**config.mk**
```make
export PLATFORM = sky130hd
export DESIGN_NAME = fetch_buffer
export DESIGN_NICKNAME = d
export VERILOG_FILES = /design/src/rtl/fetch_buffer.sv
export SDC_FILE = /design/constraint.sdc
export NUM_CORES = 1
export LEC_CHECK = 0
export ABC_AREA = 1
export BUFFER_PORTS_ARGS = -buffer_cell sky130_fd_sc_hd__clkbuf_2
export CAP_MARGIN = 25
export CORE_ASPECT_RATIO = 1.25
export CORE_MARGIN = 8
export CORE_UTILIZATION = 45
export DETAILED_ROUTE_END_ITERATION = 10
export GPL_TIMING_DRIVEN = 0
export SETUP_SLACK_MARGIN = 0.3
export SYNTH_ARGS = -nofsm -noshare
export SYNTH_HDL_FRONTEND = slang
export SYNTH_SLANG_ARGS = --single-unit
```
**constraint.sdc**
```tcl
create_clock -name clk -period 12 [get_ports clk]
set_input_delay 0.6 -clock clk [delete_from_list [all_inputs] [get_ports clk]]
set_output_delay 0.6 -clock clk [all_outputs]
set_load 0.03 [all_outputs]
```
**src/rtl/fetch_buffer.sv**
```systemverilog
// Decode-side circular FIFO for fetched packets; flushed on mispredict recovery.
// Optional zero-latency empty bypass enabled by defining FETCH_BUFFER_BYPASS_EN.
module fetch_buffer #(
    parameter int XLEN  = 32,
    parameter int DEPTH = 4
) (
    input  logic                       clk,
    input  logic                       reset,
    input  logic                       flush,
    input  logic                       in_valid,
    output logic                       in_ready,
    input  logic [XLEN-1:0]            in_instr,
    input  logic [XLEN-1:0]            in_pc,
    input  logic                       in_pred_taken,
    input  logic [XLEN-1:0]            in_pred_target,
    output logic                       out_valid,
    input  logic                       out_ready,
    output logic [XLEN-1:0]            out_instr,
    output logic [XLEN-1:0]            out_pc,
    output logic                       out_pred_taken,
    output logic [XLEN-1:0]            out_pred_target,
    output logic [$clog2(DEPTH+1)-1:0] occupancy
);

    localparam int PW = $clog2(DEPTH);
    localparam int CW = $clog2(DEPTH+1);
    localparam logic [CW-1:0] FULL = CW'(DEPTH);

    logic [XLEN-1:0] instrMem_q  [DEPTH];
    logic [XLEN-1:0] pcMem_q     [DEPTH];
    logic            takenMem_q  [DEPTH];
    logic [XLEN-1:0] targetMem_q [DEPTH];

    logic [PW-1:0] headPtr_q, headPtr_d;
    logic [PW-1:0] tailPtr_q, tailPtr_d;
    logic [CW-1:0] count_q, count_d;

    logic empty;
    logic enq;
    logic deq;
    logic bypassTake;

    assign empty    = (count_q == '0);
    assign in_ready = (count_q != FULL);

`ifdef FETCH_BUFFER_BYPASS_EN
    // An empty buffer hands the incoming packet straight to a ready decoder.
    assign bypassTake = empty & in_valid & out_ready & ~flush;
`else
    assign bypassTake = 1'b0;
`endif

    assign enq = in_valid & in_ready & ~flush & ~bypassTake;
    assign deq = ~empty & out_ready & ~flush;

    always_ff @(posedge clk) begin
        if (reset) begin
            for (int i = 0; i < DEPTH; i++) begin
                instrMem_q[i]  <= '0;
                pcMem_q[i]     <= '0;
                takenMem_q[i]  <= 1'b0;
                targetMem_q[i] <= '0;
            end
        end else if (enq) begin
            instrMem_q[tailPtr_q]  <= in_instr;
            pcMem_q[tailPtr_q]     <= in_pc;
            takenMem_q[tailPtr_q]  <= in_pred_taken;
            targetMem_q[tailPtr_q] <= in_pred_target;
        end
    end

    always_comb begin
        headPtr_d = headPtr_q;
        tailPtr_d = tailPtr_q;
        count_d   = count_q;
        if (flush) begin
            headPtr_d = '0;
            tailPtr_d = '0;
            count_d   = '0;
        end else begin
            if (enq) tailPtr_d = tailPtr_q + PW'(1);
            if (deq) headPtr_d = headPtr_q + PW'(1);
            case ({enq, deq})
                2'b10:   count_d = count_q + CW'(1);
                2'b01:   count_d = count_q - CW'(1);
                default: count_d = count_q;
            endcase
        end
    end

    always_ff @(posedge clk) begin
        if (reset) begin
            headPtr_q <= '0;
            tailPtr_q <= '0;
            count_q   <= '0;
        end else begin
            headPtr_q <= headPtr_d;
            tailPtr_q <= tailPtr_d;
            count_q   <= count_d;
        end
    end

    always_comb begin
        out_valid       = ~empty;
        out_instr       = instrMem_q[headPtr_q];
        out_pc          = pcMem_q[headPtr_q];
        out_pred_taken  = takenMem_q[headPtr_q];
        out_pred_target = targetMem_q[headPtr_q];
`ifdef FETCH_BUFFER_BYPASS_EN
        // While empty, decode sees the incoming packet whether or not it takes it.
        if (empty && in_valid && !flush) begin
            out_valid       = 1'b1;
            out_instr       = in_instr;
            out_pc          = in_pc;
            out_pred_taken  = in_pred_taken;
            out_pred_target = in_pred_target;
        end
`endif
    end

    assign occupancy = count_q;

endmodule
```
After elaboration in Yosys (flattened, before gate mapping)
Memory sizes are Yosys's and may differ from the RTL's. A register that Yosys moved wholly into a read port is not among the register bits.
Index checks and enable logic that the tools add are counted.

storage, ports and cells
  bits in registers = 7
  bits in latches = 0
  RAM bits = 388
  memory bits (read-only) = 0
  input bits = 102
  output and inout port bits = 102
  logic and storage cells = 53
  memories = 4

memories
  memory       words  width  read ports  clocked after memory_dff  wr ports  line  text
  instrMem_q   4      32     1           1                         4         29    logic [XLEN-1:0] instrMem_q [DEPTH];
  pcMem_q      4      32     1           1                         4         30    logic [XLEN-1:0] pcMem_q [DEPTH];
  targetMem_q  4      32     1           1                         4         32    logic [XLEN-1:0] targetMem_q [DEPTH];
  takenMem_q   4      1      1           1                         4         31    logic takenMem_q [DEPTH];

cells by class
  add/sub/neg operators = 4
  $mul = 0
  divide/modulo/power cells = 0
  magnitude comparators = 0
  equal/unequal tests = 3
  shift-type cells = 0
  mux-type cells = 26
  bitwise gates (word level) = 6
  reduce and logical (&&, ||, !) cells = 7

operators with widths
  cell                   number
  $mux W32               3
  $reduce_or A32 Y1      3
  $mux W2                12
  $mux W1                10
  $pmux W3 S2            1
  $add A2 B1 Y2 const B  2
  $and A1 B1 Y1          4
  $add A3 B1 Y3 const B  1
  $logic_not A3 Y1       1
  $ne A3 B3 Y1 const B   1
  $sub A3 B1 Y3 const B  1
  $eq A2 B1 Y1 const B   1
  $eq A2 B2 Y1 const B   1
  $not A1 Y1             2
  $reduce_bool A2 Y1     1
  $reduce_or A2 Y1       1
  $reduce_or A1 Y1       1

Longest topological paths before layout
Gate-level depths: netlist of the first run.

  depth after elaboration = 8
  mapped depth = 13
  gate-level depth less buffers = 13

Least setup slack after synthesis of the first run
No wires, ideal clock.

  path kind = register to register
  start = register count_q[1], in the netlist occupancy[1]
  end = memory instrMem_q[0][0], enable pin
  arrival time = 7.758 ns
  data required time = 11.313 ns
  path slack = 3.556 ns
  stages on the path, launching flop included = 5
  path buffers = 0
  period minus slack after synthesis = 8.444 ns
  cell sequence = dfxtp_1 -> nor2_1 -> nand2_2 -> nand2_4 -> o21ai_0

RTL lines
  what                    line  text
  from (decl)             36    logic [CW-1:0] count_q, count_d;
  from (signal assigned)  99    count_q <= count_d;
  to (decl)               29

==> results of run 1 <==
==> cell type report <==
cell class                 count  share of cell area
sequential                   397              0.5881
multi-input combinational    922              0.2053
timing repair buffer         218             0.06878
clock buffer                  45             0.05068
tap                          486             0.03022
buffer                       102             0.02295
inverter                     115             0.02146
clock inverter                28             0.01250
==> registers in the layout, summed over array words and instances (netlist names), named ones only <==
register	count
targetMem_q	128
instrMem_q	128
tailPtr_q	2
takenMem_q	4
pcMem_q	128
headPtr_q	2
occupancy	3
==> synth_stat cells <==
cell type	instances
nand2_2	31
buf_1	1
o22ai_1	97
nand2_4	1
inv_1	114
clkbuf_2	3
clkbuf_1	67
buf_6	5
nand3b_1	1
inv_2	1
edfxtp_1	388
nor2_4	2
nand3_1	3
o21ai_0	199
nor2_1	495
buf_2	24
ha_1	1
a21oi_1	4
buf_4	2
fa_1	1
nand2_1	87
dfxtp_1	9
==> how the worst max path moves through the flow <==
stage	endpoint	slack (ns)	cells past startpoint
2_1_floorplan	instrMem_q[0][0]	3.56	4
3_3_place_gp	instrMem_q[0][16]	-2.59	4
3_5_place_dp	out_pred_target[13]	9.08	6
4_1_cts	out_pred_target[13]	8.48	6
5_1_grt	out_pred_target[13]	8.36	6
6_report	out_pred_target[14]	8.54	6
==> power by group <==
| group | internal [mW] | switching [mW] |
|---|---|---|
| Combinational | 0.0677 | 0.173 |
| Sequential | 1.59 | 0.0156 |
| Clock | 0.700 | 0.524 |
==> worst register-to-register path: cells and delay by family (launching register included) <==
family	cells	cell delay, ns
compound gates	1	0.72
simple gates	1	0.33
flops	1	0.39
buf+inv	3	0.86
==> logic make-up after synthesis <==
| group | Yosys count | synth area share |
|---|---|---|
| fa+ha+maj | 2 | 0.001935 |
| compound gates | 300 | 0.09651 |
| buf+inv | 217 | 0.05313 |
| flops | 397 | 0.7036 |
| simple gates | 620 | 0.1448 |
==> metal layers <==
layer,global-route usage,routed length (um)
met1,0.2500,18300
met3,0.03891,2960
met2,0.3745,23680
met5,0,0
met4,0.06776,1235
==> through the flow <==
stage / worst slack [ns] / hold WS (ns)
after floorplan: 3.556 / 0.4611
after global placement: -2.589 / 0.4865
after detailed placement: 9.082 / 0.5006
after CTS: 8.478 / 0.3299
after global routing: 8.363 / 0.3531
final: 8.537 / 0.3579
==> flow_summary.json, run 1 <==
{
  "status": "finished, final reports clean",
  "hold_buffers": 0,
  "syn_area_per_cell_um2": 10.95,
  "hold_class": "input port to register",
  "multi_input_area_um2": 4131,
  "fin_cells": 2313,
  "drtIter0Drc": 805,
  "post_cts_resized": 0,
  "ir_drop_uv": 114.1,
  "drt-total-wl_um": 46170,
  "grt_antenna_before_repair": 0,
  "r2r_start": "tailPtr_q[0]",
  "vias": 12120,
  "cts_buffers": 40,
  "clock_latency_ns": 0.54,
  "dieArea_um2": 43850,
  "mostFrequentLayoutCells": "nor2_1 (495), edfxtp_1 (388), clkbuf_2 (206)",
  "diodes": 0,
  "ys_warn_count": 0,
  "grt_max_degree": 55,
  "min-delay-start": "in_pred_target[1]",
  "place_congestion": 0.7789,
  "crit_top_cell": "clkbuf_2",
  "postLayoutCellArea_um2": 20120,
  "criticalPathCategory": "register to output pin",
  "total_power_mw": 3.067,
  "postCtsSetupBuffers": 0,
  "ios": 204,
  "area_growth_pct": 19.65,
  "hold_viol_final": 0,
  "r2r_cells": 5,
  "grt_pass1_vias": 12420,
  "htreeDepth": 2,
  "ant_nets": 0,
  "ys_top_cells_by_area": "edfxtp_1 (69%), nor2_1 (11%), o21ai_0 (5.9%)",
  "grtUsageTotal": 0.2088,
  "layout_commonest_cell": "nor2_1",
  "drive_above_1_share": 0.1899,
  "start_util": 0.4536,
  "die_x_um": 188.9,
  "crit_required_ns": 11.40,
  "rsz0062_at_grt": "false",
  "arrival_ns": 2.86,
  "hold_path_depth": 3,
  "cap_violations": 0,
  "ys_seq_area_frac": 0.7036,
  "rrSetupSlack_ns": 9.36,
  "tightestPinTransition_ns": 0.8533,
  "core_area_um2": 37070,
  "dpl.hpwl_um": 30450,
  "cts_buffer_depth": 3,
  "die_h_um": 232.1,
  "clock_sinks": 397,
  "avgViaCountPerCell": 5.239,
  "power_leakage_nw": 8.525,
  "cp_slowest_cell": "dfxtp_1",
  "synth_top_area_frac": 0.6929,
  "ctsRootBufferMaster": "clkbuf_16",
  "cp-end-kind": "output pin",
  "fillerInstances": 3411,
  "max_freq_mhz": 288.8,
  "tritoncts": "yes",
  "final_nets": 1900,
  "crit_family": "buffers and inverters",
  "synth_area_leader_cell": "edfxtp_1",
  "core.rowCount": 79,
  "layout.area.seq_um2": 11830,
  "clk_pin_slew_ns": 0.06,
  "power_density_nw_per_um2": 152.4,
  "maxSlewViolCount": 0,
  "synth.distinct_cells": 22,
  "avgRoutedWirePerCell_um": 19.96,
  "crit_chain": "inv_1 -> clkbuf_2 -> clkbuf_1 -> o21ai_0 -> o22ai_1 -> clkbuf_2",
  "syn_inst": 1536,
  "syn_nets": 1640,
  "hold_end": "targetMem_q[3][1]",
  "r2r-end": "instrMem_q[1][26]",
  "setup_viol_count_final": 0,
  "placed_cell_area_um2": 18850,
  "cp_num_buf_inv": 4,
  "startpoint_type": "register",
  "numPortBuffers": 203,
  "max_stage_delay_ns": 0.47,
  "period_minus_slack_ns": 3.463,
  "fin_skew_ns": 0.01130,
  "dp_cells": 2240,
  "fin_util": 0.5428,
  "post-route-period-util": 0.2886,
  "finalSetupTns_ns": 0,
  "drt_pass1_iterations": 5,
  "drcViolationCount": 0,
  "global_route.overflow_total": 0,
  "ys_seq_elements": 397,
  "timing.slew.headroom": 0.4290,
  "synth.cell_area_um2": 16810,
  "grt_pass1_wl_um": 70640,
  "crit_path_max_fanout": 10
}
Power figures use the tool's default switching activity.
==> inputs of run 2 (changes only) <==
--- a/config.mk
+++ b/config.mk
@@ -13,6 +13,7 @@
 export CORE_UTILIZATION = 45
 export DETAILED_ROUTE_END_ITERATION = 10
 export GPL_TIMING_DRIVEN = 0
+export PLACE_DENSITY = 0.67
 export SETUP_SLACK_MARGIN = 0.3
 export SYNTH_ARGS = -nofsm -noshare
 export SYNTH_HDL_FRONTEND = slang
==> constraint.sdc (replaced) <==
create_clock -name clk -period 3.05 [get_ports clk]
set_input_delay 0.1525 -clock clk [delete_from_list [all_inputs] [get_ports clk]]
set_output_delay 0.1525 -clock clk [all_outputs]
set_load 0.03 [all_outputs]
==> run 2 against run 1 <==
  * Largest cell class unchanged
  * First-iteration DRC count rose by 35%
  * Sequential power rose to 3.9 times the previous value
  * Setup slack got worse by 8.1 ns
  * Cell count rose by 4.1%
  * Total power rose to 3.9 times the previous value
  * Register-to-register slack got worse by 8.9 ns
  * Clock power rose to 3.9 times the previous value
  * Die area did not move
  * Clock skew fell by 0.00055 ns
  * Non-clock buffer count rose by 99
  * Highest routed layer is now met5
  * Worst hold slack got worse by 0.34 ns
  * Combinational power rose to 4.4 times the previous value
==> flow_summary.json, run 2 (same netlist as run 1, synthesis figures left out) <==
{
  "status": "finished, final reports clean",
  "ir_drop_uv": 351.8,
  "grt_pass1_vias": 12960,
  "rrSetupSlack_ns": 0.44,
  "clk_pin_slew_ns": 0.06,
  "layout_commonest_cell": "nor2_1",
  "start_util": 0.4536,
  "finalSetupTns_ns": 0,
  "drcViolationCount": 0,
  "crit_required_ns": 2.90,
  "clock_sinks": 397,
  "dpl.hpwl_um": 29800,
  "dp_cells": 2238,
  "reg_top3": "instrMem_q x128, pcMem_q x128, targetMem_q x128",
  "arrival_ns": 2.49,
  "cp_slowest_cell": "dfxtp_2",
  "hold_viol_final": 0,
  "drt_pass1_iterations": 5,
  "crit_path_max_fanout": 10,
  "startpoint_type": "register",
  "pre_cts_ws_ns": 0.3373,
  "mostFrequentLayoutCells": "nor2_1 (494), edfxtp_1 (388), clkbuf_2 (225)",
  "power_density_nw_per_um2": 571.9,
  "fin_util": 0.5695,
  "grtUsageTotal": 0.2095,
  "post-route-period-util": 0.8673,
  "criticalPathCategory": "register to output pin",
  "grt_pass1_wl_um": 71460,
  "clock_latency_ns": 0.54,
  "ios": 204,
  "ctsRootBufferMaster": "clkbuf_16",
  "grt_antenna_before_repair": 1,
  "crit_chain": "buf_4 -> inv_2 -> buf_4 -> clkbuf_2 -> o21ai_0 -> o22ai_1 -> clkbuf_2",
  "power_leakage_nw": 8.968,
  "cts_buffers": 39,
  "final_nets": 1999,
  "cap_violations": 0,
  "whs_ns": 0.01857,
  "hold_class": "input port to register",
  "met1_length_um": 18890,
  "total_power_mw": 12.07,
  "max_freq_mhz": 378.0,
  "worst_slack_ns": 0.4047,
  "r2r_start": "tailPtr_q[0]",
  "place_congestion": 0.8367,
  "global_route.overflow_total": 0,
  "combPwrFrac": 0.087,
  "tritoncts": "yes",
  "die_x_um": 188.9,
  "hold_path_depth": 3,
  "ant_nets": 0,
  "avgRoutedWirePerCell_um": 19.67,
  "placed_cell_area_um2": 18840,
  "r2r-end": "targetMem_q[1][5]",
  "p_clk_frac": 0.391,
  "postLayoutCellArea_um2": 21110,
  "timing.slew.headroom": 0.3882,
  "avgViaCountPerCell": 5.304,
  "switching_share": 0.2293,
  "fin_skew_ns": 0.01076,
  "core_area_um2": 37070,
  "dieArea_um2": 43850,
  "core.rowCount": 79,
  "hold_end": "pcMem_q[3][23]",
  "min-delay-start": "in_pc[23]",
  "fillerInstances": 3097,
  "cp-end-kind": "output pin",
  "seqPwrFrac": 0.522,
  "drive_above_1_share": 0.1920,
  "die_h_um": 232.1,
  "tightestPinTransition_ns": 0.9154,
  "htreeDepth": 2,
  "drt-total-wl_um": 47360,
  "met3_length_um": 2679,
  "drtIter0Drc": 1090,
  "maxSlewViolCount": 0,
  "fin_cells": 2408,
  "rsz0062_at_grt": "false",
  "grt_max_degree": 98,
  "switching_power_mw": 2.768,
  "numPortBuffers": 203,
  "wl_met2_um": 24110,
  "cts_buffer_depth": 3,
  "internal_power_mw": 9.304,
  "highest_layer": "met5",
  "vias": 12770,
  "area_growth_pct": 25.54,
  "period_minus_slack_ns": 2.645,
  "setup_viol_count_final": 0,
  "max_stage_delay_ns": 0.38,
  "diodes": 0,
  "r2r_cells": 6
}
run 2: worst max-delay path by stage:
stage	startpoint	to	slack, ns
final	register	out_pc[6]	0.40
after detailed placement	tailPtr_q[0]	targetMem_q[2][20]	0.34
after global routing	register	out_pred_target[0]	0.33
after CTS	register	out_pred_target[25]	0.26
after global placement	tailPtr_q[0]	targetMem_q[0][22]	-1.36
after floorplan	occupancy[0]	instrMem_q[0][0]	0.29
run 2: area by class of cell:
type	count	area, um2	area share
clock buffer	56	1082	0.05127
timing repair buffer	317	2335	0.1106
inverter	115	435.4	0.02063
buffer	102	503.0	0.02383
tap	486	608.1	0.02881
sequential	397	11840	0.5610
multi-input combinational	923	4170	0.1975
clock inverter	12	133.9	0.006342
run 2: layer usage:
metal  GRT usage  up-vias
met4     0.08464        2
li1            -     5964
met2      0.3686      473
met3     0.03215       92
met5           0        -
met1      0.2547     6242
run 2: power groups by stage:
stage / Combinational (mW) / Sequential (mW) / Clock, mW
after floorplan: 0.533 / 6.42 / 0
after global placement: 0.880 / 6.44 / 0
after detailed placement: 0.953 / 6.42 / 0
after CTS: 1.05 / 6.31 / 4.76
after global routing: 1.12 / 6.33 / 4.94
final: 1.05 / 6.31 / 4.72
run 2: critical path, delay by kind of cell, from the launching register on:
| family | cells | cell delay [ns] |
|---|---|---|
| buffers and inverters | 5 | 1.16 |
| AO/OA/AOI/OAI | 2 | 0.41 |
| flip-flops | 1 | 0.38 |
run 2: what timing repair did:
| action | CTS | global route |
|---|---|---|
| pin swaps | 0 | 2 |
| gates resized for setup | 15 | 23 |
| cloned | 0 | 1 |
| buffers inserted | 0 | 5 |
| hold buffers | 96 | 0 |
| setup endpoints to repair | 60 | 80 |
| hold endpoints to repair | 291 | 0 |
